File: config.mk
export PLATFORM = sky130hd
export DESIGN_NAME = mem_port_arbiter
export DESIGN_NICKNAME = d
export VERILOG_FILES = /design/src/rtl/mem_port_arbiter.sv
export SDC_FILE = /design/constraint.sdc
export NUM_CORES = 1
export LEC_CHECK = 0
export CORE_MARGIN = 2
export CORE_UTILIZATION = 28
export CTS_CLUSTER_SIZE = 20
export DETAILED_ROUTE_END_ITERATION = 8
export PLACE_DENSITY_LB_ADDON = 0.15
export SETUP_SLACK_MARGIN = 0.5
export SLEW_MARGIN = 25
export SYNTH_ARGS = -nofsm -noshare
export SYNTH_HDL_FRONTEND = slang
export SYNTH_SLANG_ARGS = --single-unit
File: constraint.sdc
create_clock -name clk_i -period 2.3 [get_ports clk_i]
set_input_delay 0.46 -clock clk_i [delete_from_list [all_inputs] [get_ports clk_i]]
set_output_delay 0.46 -clock clk_i [all_outputs]
set_load 0.01 [all_outputs]
File: src/rtl/mem_port_arbiter.sv
// Round-robin arbiter sharing one single-port memory between CPU (port 0) and loader (port 1, may lock).
// Grant is combinational, read data returns 1 cycle after grant; an ungranted requester holds req (CPU sees cpu_stall).
module mem_port_arbiter #(
  parameter int ADDR_W   = 8,
  parameter int DATA_W   = 8,
  parameter int LOCK_MAX = 16
) (
  input  logic              clk_i,
  input  logic              reset_i,
  input  logic              req0_i,
  input  logic              req1_i,
  input  logic              we0_i,
  input  logic              we1_i,
  input  logic [ADDR_W-1:0] addr0_i,
  input  logic [ADDR_W-1:0] addr1_i,
  input  logic [DATA_W-1:0] wdata0_i,
  input  logic [DATA_W-1:0] wdata1_i,
  input  logic              lock1_i,
  output logic              gnt0_o,
  output logic              gnt1_o,
  output logic              rvalid0_o,
  output logic              rvalid1_o,
  output logic [DATA_W-1:0] rdata0_o,
  output logic [DATA_W-1:0] rdata1_o,
  output logic              cpu_stall_o,
  output logic              mem_en_o,
  output logic              mem_we_o,
  output logic [ADDR_W-1:0] mem_addr_o,
  output logic [DATA_W-1:0] mem_wdata_o,
  input  logic [DATA_W-1:0] mem_rdata_i
);

  localparam int CNT_W = $clog2(LOCK_MAX + 1);
  localparam logic [CNT_W-1:0] LOCK_MAX_C = CNT_W'(LOCK_MAX);

  logic             last_owner_q, last_owner_d;
  logic             locked_q, locked_d;
  logic [CNT_W-1:0] lock_cnt_q, lock_cnt_d;
  logic [CNT_W-1:0] lock_cnt_inc;
  logic             rvalid0_q, rvalid0_d;
  logic             rvalid1_q, rvalid1_d;
  logic             gnt0, gnt1;

  // A held lock only matters while the loader keeps requesting; otherwise fall back to round-robin.
  always_comb begin
    gnt0 = 1'b0;
    gnt1 = 1'b0;
    if (!reset_i) begin
      if (locked_q && req1_i) begin
        gnt1 = 1'b1;
      end else if (req0_i && req1_i) begin
        if (last_owner_q) gnt0 = 1'b1;
        else              gnt1 = 1'b1;
      end else if (req0_i) begin
        gnt0 = 1'b1;
      end else if (req1_i) begin
        gnt1 = 1'b1;
      end
    end
  end

  assign lock_cnt_inc = lock_cnt_q + CNT_W'(1);

  always_comb begin
    last_owner_d = last_owner_q;
    locked_d     = locked_q;
    lock_cnt_d   = lock_cnt_q;
    if (gnt0) last_owner_d = 1'b0;
    if (gnt1) last_owner_d = 1'b1;
    // Hitting the cap releases the lock; last_owner=1 then hands the next tie to the CPU.
    if (gnt1 && lock1_i) begin
      if (lock_cnt_inc == LOCK_MAX_C) begin
        locked_d   = 1'b0;
        lock_cnt_d = '0;
      end else begin
        locked_d   = 1'b1;
        lock_cnt_d = lock_cnt_inc;
      end
    end else if (gnt1 || !req1_i) begin
      locked_d   = 1'b0;
      lock_cnt_d = '0;
    end
    rvalid0_d = gnt0 & ~we0_i;
    rvalid1_d = gnt1 & ~we1_i;
  end

  always_ff @(posedge clk_i) begin
    if (reset_i) begin
      last_owner_q <= 1'b1;
      locked_q     <= 1'b0;
      lock_cnt_q   <= '0;
      rvalid0_q    <= 1'b0;
      rvalid1_q    <= 1'b0;
    end else begin
      last_owner_q <= last_owner_d;
      locked_q     <= locked_d;
      lock_cnt_q   <= lock_cnt_d;
      rvalid0_q    <= rvalid0_d;
      rvalid1_q    <= rvalid1_d;
    end
  end

  assign gnt0_o      = gnt0;
  assign gnt1_o      = gnt1;
  assign cpu_stall_o = req0_i & ~gnt0;
  assign mem_en_o    = gnt0 | gnt1;
  assign mem_we_o    = (gnt0 & we0_i) | (gnt1 & we1_i);
  assign mem_addr_o  = gnt0 ? addr0_i : (gnt1 ? addr1_i : '0);
  assign mem_wdata_o = gnt0 ? wdata0_i : (gnt1 ? wdata1_i : '0);
  assign rvalid0_o   = rvalid0_q;
  assign rvalid1_o   = rvalid1_q;
  assign rdata0_o    = rvalid0_q ? mem_rdata_i : '0;
  assign rdata1_o    = rvalid1_q ? mem_rdata_i : '0;

endmodule

# After elaboration in Yosys (flattened, before gate mapping)
# Cells that the tools add are included.
dict set report totals {
  regBits 9
  input_bits 47
}
dict set report classes {
  mux 23
  n_eq_ne 1
  n_reduce_logical 7
  addsub 1
  bitwise 10
}
# op n
set ops {}
lappend ops {{8-bit 2-to-1 mux} 6}
lappend ops {{5-bit 2-to-1 mux} 3}
lappend ops {{1-bit 2-to-1 mux} 14}
lappend ops {{5-bit by 1-bit adder with 5-bit output (second input constant)} 1}
lappend ops {{1-bit AND} 5}
lappend ops {{5-bit == test (second input constant)} 1}
lappend ops {{1-bit logical AND} 3}
lappend ops {{1-bit NOT} 3}
lappend ops {{1-bit OR} 2}
lappend ops {{2-bit nonzero test} 1}
lappend ops {{2-bit OR reduction} 1}
lappend ops {{1-bit logical NOT} 1}
lappend ops {{1-bit logical OR} 1}

# Logic depth before layout (Yosys ltp)
# Gate-level depths: netlist (run 1).
dict set report logic_depth {
  word_depth 8
  mapped_depth 5
}

# Worst setup path before layout (run 1)
# Ideal clock, no wire load.
dict set report synth_path {
  path_type {input port to output port}
  from {in req0_i}
  to {out mem_addr_o[5]}
  arrival_time_ns 1.216
  setup_slack_ns 0.624
  t_required_ns 1.840
  cell_stages 4
  cell_sequence {and3b_4 -> nor2_2 -> buf_2 -> a22o_1}
}
dict set report synth_between {
  elab_chain_cells 6
  word_cells_on_any_way 11
  classes_between {mux (10); reduce/logical (1)}
}
# element line
set synth_lines {}
lappend synth_lines {{from (decl)} 10} ;# input logic req0_i,
lappend synth_lines {{1-bit 2-to-1 mux / 1-bit logical AND (equally long branches)} {54, 51}}
lappend synth_lines {{1-bit 2-to-1 mux *} 51} ;# end else if (req0_i && req1_i) begin
lappend synth_lines {{1-bit 2-to-1 mux *} 49} ;# if (locked_q && req1_i) begin
lappend synth_lines {{1-bit 2-to-1 mux *} 48} ;# if (!reset_i) begin
lappend synth_lines {{via gnt1_o} 20} ;# output logic gnt1_o,
lappend synth_lines {{8-bit 2-to-1 mux * (2 in series)} 108} ;# assign mem_addr_o = gnt0 ? addr0_i : (gnt1 ? addr1_i : '0);
lappend synth_lines {{to (decl)} 28} ;# output logic [ADDR_W-1:0] mem_addr_o,
# The timed path passes the listed nets; every way through them passes the cells marked *.

# Worst setup path after layout (run 1)
dict set report layout_path {
  from {reg last_owner_q}
  to {out mem_addr_o[6]}
}
dict set report layout_between {
  elab_chain_cells 6
  word_cells_on_any_way 10
  classes_between {mux (10)}
}
# element line
set layout_lines {}
lappend layout_lines {{from (decl)} 36} ;# logic last_owner_q, last_owner_d;
lappend layout_lines {{from (signal assigned)} 95} ;# last_owner_q <= last_owner_d;
lappend layout_lines {{1-bit 2-to-1 mux} 52} ;# if (last_owner_q) gnt0 = 1'b1;
lappend layout_lines {{1-bit 2-to-1 mux} 51}
lappend layout_lines {{1-bit 2-to-1 mux} 49}
lappend layout_lines {{1-bit 2-to-1 mux} 48}
lappend layout_lines {{8-bit 2-to-1 mux} 108}
lappend layout_lines {{8-bit 2-to-1 mux *} 108}
# Every way passes the cells marked *; elsewhere a longest branch is shown, timed or not.

==> results of run 1 <==
==> cells in the mapped netlist, types with 2 or more instances <==
| master | n |
|---|---|
| inv_1 | 3 |
| a22o_1 | 17 |
| o22ai_1 | 2 |
| nand2_1 | 7 |
| and2_1 | 16 |
| a31oi_1 | 3 |
| nor2b_1 | 3 |
| dfxtp_1 | 9 |
| buf_2 | 4 |
| nor3_1 | 2 |
==> metal layers <==
metal | track usage (%) | up-vias | part of all wire (%)
li1 | - | 555 | -
met1 | 23.7 | 537 | 34
met2 | 48.6 | 55 | 56
met3 | 5.83 | 11 | 6.7
met4 | 11.3 | 0 | 3.7
met5 | 0 | - | 0
==> final timing paths <==
kind / to / depth (start not counted)
worst max register to register: last_owner_q / 13
worst min register to register: lock_cnt_q[4] / 2
worst min-delay path: lock_cnt_q[4] / 2
worst max-delay path: mem_addr_o[6] / 7
==> registers in the layout (all words and copies together), names as in the netlist <==
| register | cells |
|---|---|
| lock_cnt_q | 5 |
| last_owner_q | 1 |
| locked_q | 1 |
| rvalid0_o | 1 |
| rvalid1_o | 1 |
==> final cells by class <==
| type | instances | area (um^2) | area share (%) |
|---|---|---|---|
| inverter | 3 | 11.3 | 0.585 |
| clock buffer | 4 | 26.3 | 1.36 |
| sequential | 9 | 185 | 9.62 |
| multi-input combinational | 70 | 510 | 26.5 |
| tap | 30 | 37.5 | 1.95 |
| timing repair buffer | 115 | 1150 | 60.0 |
==> kinds of logic after synthesis <==
| group | Yosys count | synth area share (%) |
|---|---|---|
| and+or+nand+nor | 39 | 34.1 |
| AOI/OAI and AO/OA | 29 | 32.5 |
| DFF | 9 | 25.7 |
| buffers and inverters | 7 | 4.46 |
| muxes | 1 | 1.43 |
| adders and majority gates | 1 | 1.79 |
==> metrics by stage <==
step	worst slack, ps	setup TNS [ps]	util (%)	instance area [um^2]	power [uW]
2_1_floorplan	624	0	-	701	241
3_3_place_gp	-277	-5170	67.7	1650	409
3_5_place_dp	-322	-5940	67.7	1650	415
4_1_cts	261	0	74.4	1810	571
5_1_grt	196	0	79.2	1930	645
6_report	221	0	79.2	1930	614
==> power groups by stage <==
stage | clock [uW] | combinational (uW) | sequential, uW
2_1_floorplan | 0 | 72.9 | 168
3_3_place_gp | 0 | 240 | 168
3_5_place_dp | 0 | 245 | 169
4_1_cts | 125 | 280 | 166
5_1_grt | 145 | 333 | 167
6_report | 133 | 314 | 167
==> cells in the final DEF, fill, tap and decap left out, types with 2 or more instances in the layout <==
cell type and n:
o22ai_1 2, inv_1 2, a22o_1 17, clkbuf_4 3, clkdlybuf4s50_1 45, nor3_1 2
dlygate4sd2_1 8, dfxtp_2 4, buf_6 18, buf_4 8, buf_2 18, buf_12 2
dfxtp_1 5, nand2_1 7, nor2b_1 3, a31oi_1 3, clkdlybuf4s15_1 9, and2_1 16
buf_16 4
==> worst reg2reg max path: stages (launching register included) <==
cell	delay [ps]
dfxtp_2	350
inv_2	60
buf_6	110
buf_6	110
buf_6	100
buf_6	100
buf_6	100
buf_6	100
buf_6	100
buf_6	100
buf_6	100
buf_6	100
buf_6	100
o211ai_1	140
==> timing repair <==
| item | 4_1_cts | 5_1_grt |
|---|---|---|
| hold buffers | 0 | 0 |
| cloned | 4 | 1 |
| gates resized for setup | 119 | 29 |
| setup endpoints to repair | 37 | 33 |
| pin swaps | 20 | 3 |
| buffers inserted | 15 | 3 |
==> flow_summary.toml, run 1 <==
[place]
place_congestion = 0.774
placedCellCount = 204
portBuffers = 85
hpwl_mm = 2.57

[sta]
final-hold-violation-count = 0
finClkSkew_ps = 4.02
finalSetupViolCount = 0
max_freq_ghz = 0.481
worstMarginPinSlew_ps = 231
period_minus_slack_ps = 2080
slew_viol_final = 0
slew_headroom_pct = 84.5
min_period_over_period_pct = 90.4
holdWs_ps = 511
rsz0062_at_grt = "true"

[clocking]
clockBufferDepth = 2
htreeDepth = 1
cts_buffers = 3
root_buffer = "clkbuf_4"
clk_pin_slew_ps = 60
clock_sinks = 9
cts_tree = "yes"
clk_latency_ps = 290

[power]
internal-power_uw = 436
power_per_cell_area_nw_per_um2 = 319
swShare_pct = 29.1
switchingPower_uw = 179
vdd_drop_max_uv = 370
p_seq_share_pct = 27.2
p_leak_uw = 0.000884
p_clk_share_pct = 21.6
combPwrFrac_pct = 51.2

[die]
start_util_pct = 28.8
dieWidth_um = 54.0
ios = 86
die_y_um = 54.0
die-area_um2 = 2920
core_region_area_um2 = 2430
num_rows = 18

[critical_path]
max_stage_delay_ps = 350
cp-startpoint = "last_owner_q"
path_class = "reg -> out"
worstReg2RegStart = "last_owner_q"
cp.arrival_ps = 1620
worst-path-buf-inv = 4
rrSetupSlack_ps = 560
cp_slowest_cell = "dfxtp_2"
path_cells = "buf_6 -> and3b_4 -> nor2_4 -> buf_4 -> buf_12 -> a22o_1 -> buf_2"
crit_family = "buffers and inverters"
cp-start-kind = "flip-flop"
cp-end-kind = "output pin"
required_ps = 1840
critPathMaxFanout = 10

[cells_and_area]
area.growth.synth_to_final_pct = 175
stdcell_count = 231
n_fill_cell = 164
final_layout_size_suffix_gt1_share_pct = 32.8
diodes = 0
final_nets = 250

[synthesis]
yosysUniqueCellTypes = 30
yosysWarnings = 0
synthFlopType = "dfxtp_1"
synthArstFlopShare_pct = 0
ys_ff_latch = 9
syn_inst = 86
synth_fp_nets = 134
synth_area_leader_cell = "dfxtp_1"
avgSynthCellArea_um2 = 8.15
synthTopCellsByArea = "dfxtp_1 (26%), a22o_1 (21%), and2_1 (14%), nand2_1 (3.8%), buf_2 (2.9%)"
synth_edf_count = 0
netlist.area_leader.share_pct = 25.7
yosysSeqAreaShare_pct = 25.7
synth_area_um2 = 701

[global_routing]
antenna_found_initial = 0
grt_overflow = 0
grtUsageTotal_pct = 24.7
grt_pass1_vias = 1085
grt_first_pass_wirelength_mm = 5.09
grt_max_degree = 11

[min_path]
hold_start = "lock_cnt_q[4]"
min_path_type = "reg -> reg"

[routing]
drt_iter0_drc = 15
detail-route-antenna-nets = 0
via_per_inst = 5.01
dr.pass1.iters = 4
vias = 1158
remaining_drc_errors = 0
finalWirelength_mm = 4.01
wl_per_cell_um = 17.4

[job]
cap_violations = 0

[status]
status = "finished, final reports clean"
No activity file was read; power rests on OpenSTA's default activity.
==> inputs of run 2 (changes only) <==
CORE_MARGIN = 10   (was 2)
SETUP_SLACK_MARGIN = 0.3   (was 0.5)
==> flow_summary.toml, run 2 (same netlist as run 1, synthesis figures left out) <==
[cells_and_area]
finalCoreUtilization_pct = 67.5
regMostFlops = "lock_cnt_q"
final_common_cell = "clkdlybuf4s50_1"
n_fill_cell = 230
final_nets = 230
area.growth.synth_to_final_pct = 134
diodes = 0
final_cell_area_um2 = 1640
final-seq-area_um2 = 183
largest_reg_flops = 5
multi_input_area_um2 = 503
final_cell_mix = "clkdlybuf4s50_1 (45), a22o_1 (17), dlygate4sd2_1 (17)"
final_layout_size_suffix_gt1_share_pct = 22.7

[sta]
min_period_over_period_pct = 86.1
slew_viol_final = 0
final-hold-violation-count = 0
tns_ps = 0
period_minus_slack_ps = 1980
finClkSkew_ps = 1.96
max_freq_ghz = 0.505
slew_headroom_pct = 85.2
rsz0062_at_grt = "true"
holdWs_ps = 480
finalSetupViolCount = 0
worst_slack_ps = 320
worstMarginPinSlew_ps = 221

[clocking]
clk_latency_ps = 260
htreeDepth = 1
clockBufferDepth = 2
clock_sinks = 9
cts_tree = "yes"
clk_pin_slew_ps = 60
cts_buffers = 3
root_buffer = "clkbuf_4"

[critical_path]
path_class = "reg -> out"
cp.arrival_ps = 1520
cp-end-kind = "output pin"
reg2reg_to = "lock_cnt_q[3]"
r2r_cells = 5
worstReg2RegStart = "last_owner_q"
cp_slowest_cell = "dfxtp_2"
path_depth = 6
cp-start-kind = "flip-flop"
critPathMaxFanout = 10
rrSetupSlack_ps = 820
max_stage_delay_ps = 330
path_cells = "inv_2 -> o21ai_2 -> and3_4 -> bufbuf_16 -> a22o_1 -> buf_2"
worst-path-buf-inv = 3
required_ps = 1840
crit_family = "buffers and inverters"

[routing]
remaining_drc_errors = 0
vias = 1084
dr.pass1.iters = 4
wl_per_cell_um = 17.6
via_per_inst = 5.14
finalWirelength_mm = 3.72
detail-route-antenna-nets = 0
drt_iter0_drc = 44

[place]
place_area_um2 = 1650
place_congestion = 0.767
hpwl_mm = 3.15
dp_slack_ps = -315
portBuffers = 85

[min_path]
min_path_type = "in -> reg"
whs_endpoint = "last_owner_q"
hold_start = "req1_i"
holdPathStages = 3

[die]
start_util_pct = 28.8
num_rows = 18
dieWidth_um = 70.0
die-area_um2 = 4900
core_region_area_um2 = 2430
die_y_um = 70.0
ios = 86

[status]
status = "finished, final reports clean"

[global_routing]
grt_overflow = 0
grt_max_degree = 20
grt_pass1_vias = 1083
antenna_found_initial = 0
grt_first_pass_wirelength_mm = 5.82
grtUsageTotal_pct = 14.6

[power]
switchingPower_uw = 146
p_seq_share_pct = 31.5
power_per_cell_area_nw_per_um2 = 321
vdd_drop_max_uv = 370
p_leak_uw = 0.000772
p_clk_share_pct = 23.1
internal-power_uw = 382
combPwrFrac_pct = 45.4
swShare_pct = 27.6

[job]
cap_violations = 0
[run 2: cell type report]
type / instances / area share (%)
Sequential cell: 9 / 11.1
Timing Repair Buffer: 95 / 53.7
Clock buffer: 4 / 1.60
Multi-Input combinational cell: 70 / 30.6
Tap cell: 30 / 2.29
Inverter: 3 / 0.686
[run 2: per-stage QoR]
step | instances | power (uW)
after floorplan | 86 | 241
after global placement | 204 | 413
after detailed placement | 204 | 417
after CTS | 210 | 526
after global routing | 211 | 558
final | 211 | 528
[run 2: power groups by stage]
stage | registers [uW] | logic, uW | clock network, uW
2_1_floorplan | 168 | 72.9 | 0
3_3_place_gp | 168 | 245 | 0
3_5_place_dp | 169 | 248 | 0
4_1_cts | 166 | 234 | 126
5_1_grt | 167 | 256 | 135
6_report | 166 | 239 | 122
[run 2: worst max path at each step]
stage | start | to
4_1_cts | req0_i | cpu_stall_o
3_3_place_gp | req1_i | mem_en_o
2_1_floorplan | req0_i | mem_addr_o[5]
3_5_place_dp | req0_i | mem_addr_o[1]
5_1_grt | last_owner_q | mem_addr_o[4]
6_report | last_owner_q | mem_addr_o[4]
[run 2: tightest hold or removal path, delay by kind of cell]
family	cells	cell delay, ps
buffers and inverters	1	110
AOI/OAI and AO/OA	2	140
[run 2: metal layers]
layer | share of wire, % | routed length (um) | up-vias | track usage (%)
li1 | - | - | 518 | -
met1 | 32 | 1190 | 497 | 12.8
met2 | 56 | 2100 | 59 | 28.3
met3 | 8.7 | 323 | 10 | 5.93
met4 | 2.8 | 106 | 0 | 5.70
met5 | 0 | 0 | - | 0
[run 2: what timing repair did]
| item | CTS | global route |
|---|---|---|
| gates resized for setup | 103 | 11 |
| endpoints found under the hold margin | 0 | 0 |
| hold buffers | 0 | 0 |
| buffers inserted | 1 | 1 |
| cloned | 1 | 0 |
| pin swaps | 1 | 14 |
| endpoints found under the setup margin | 37 | 21 |
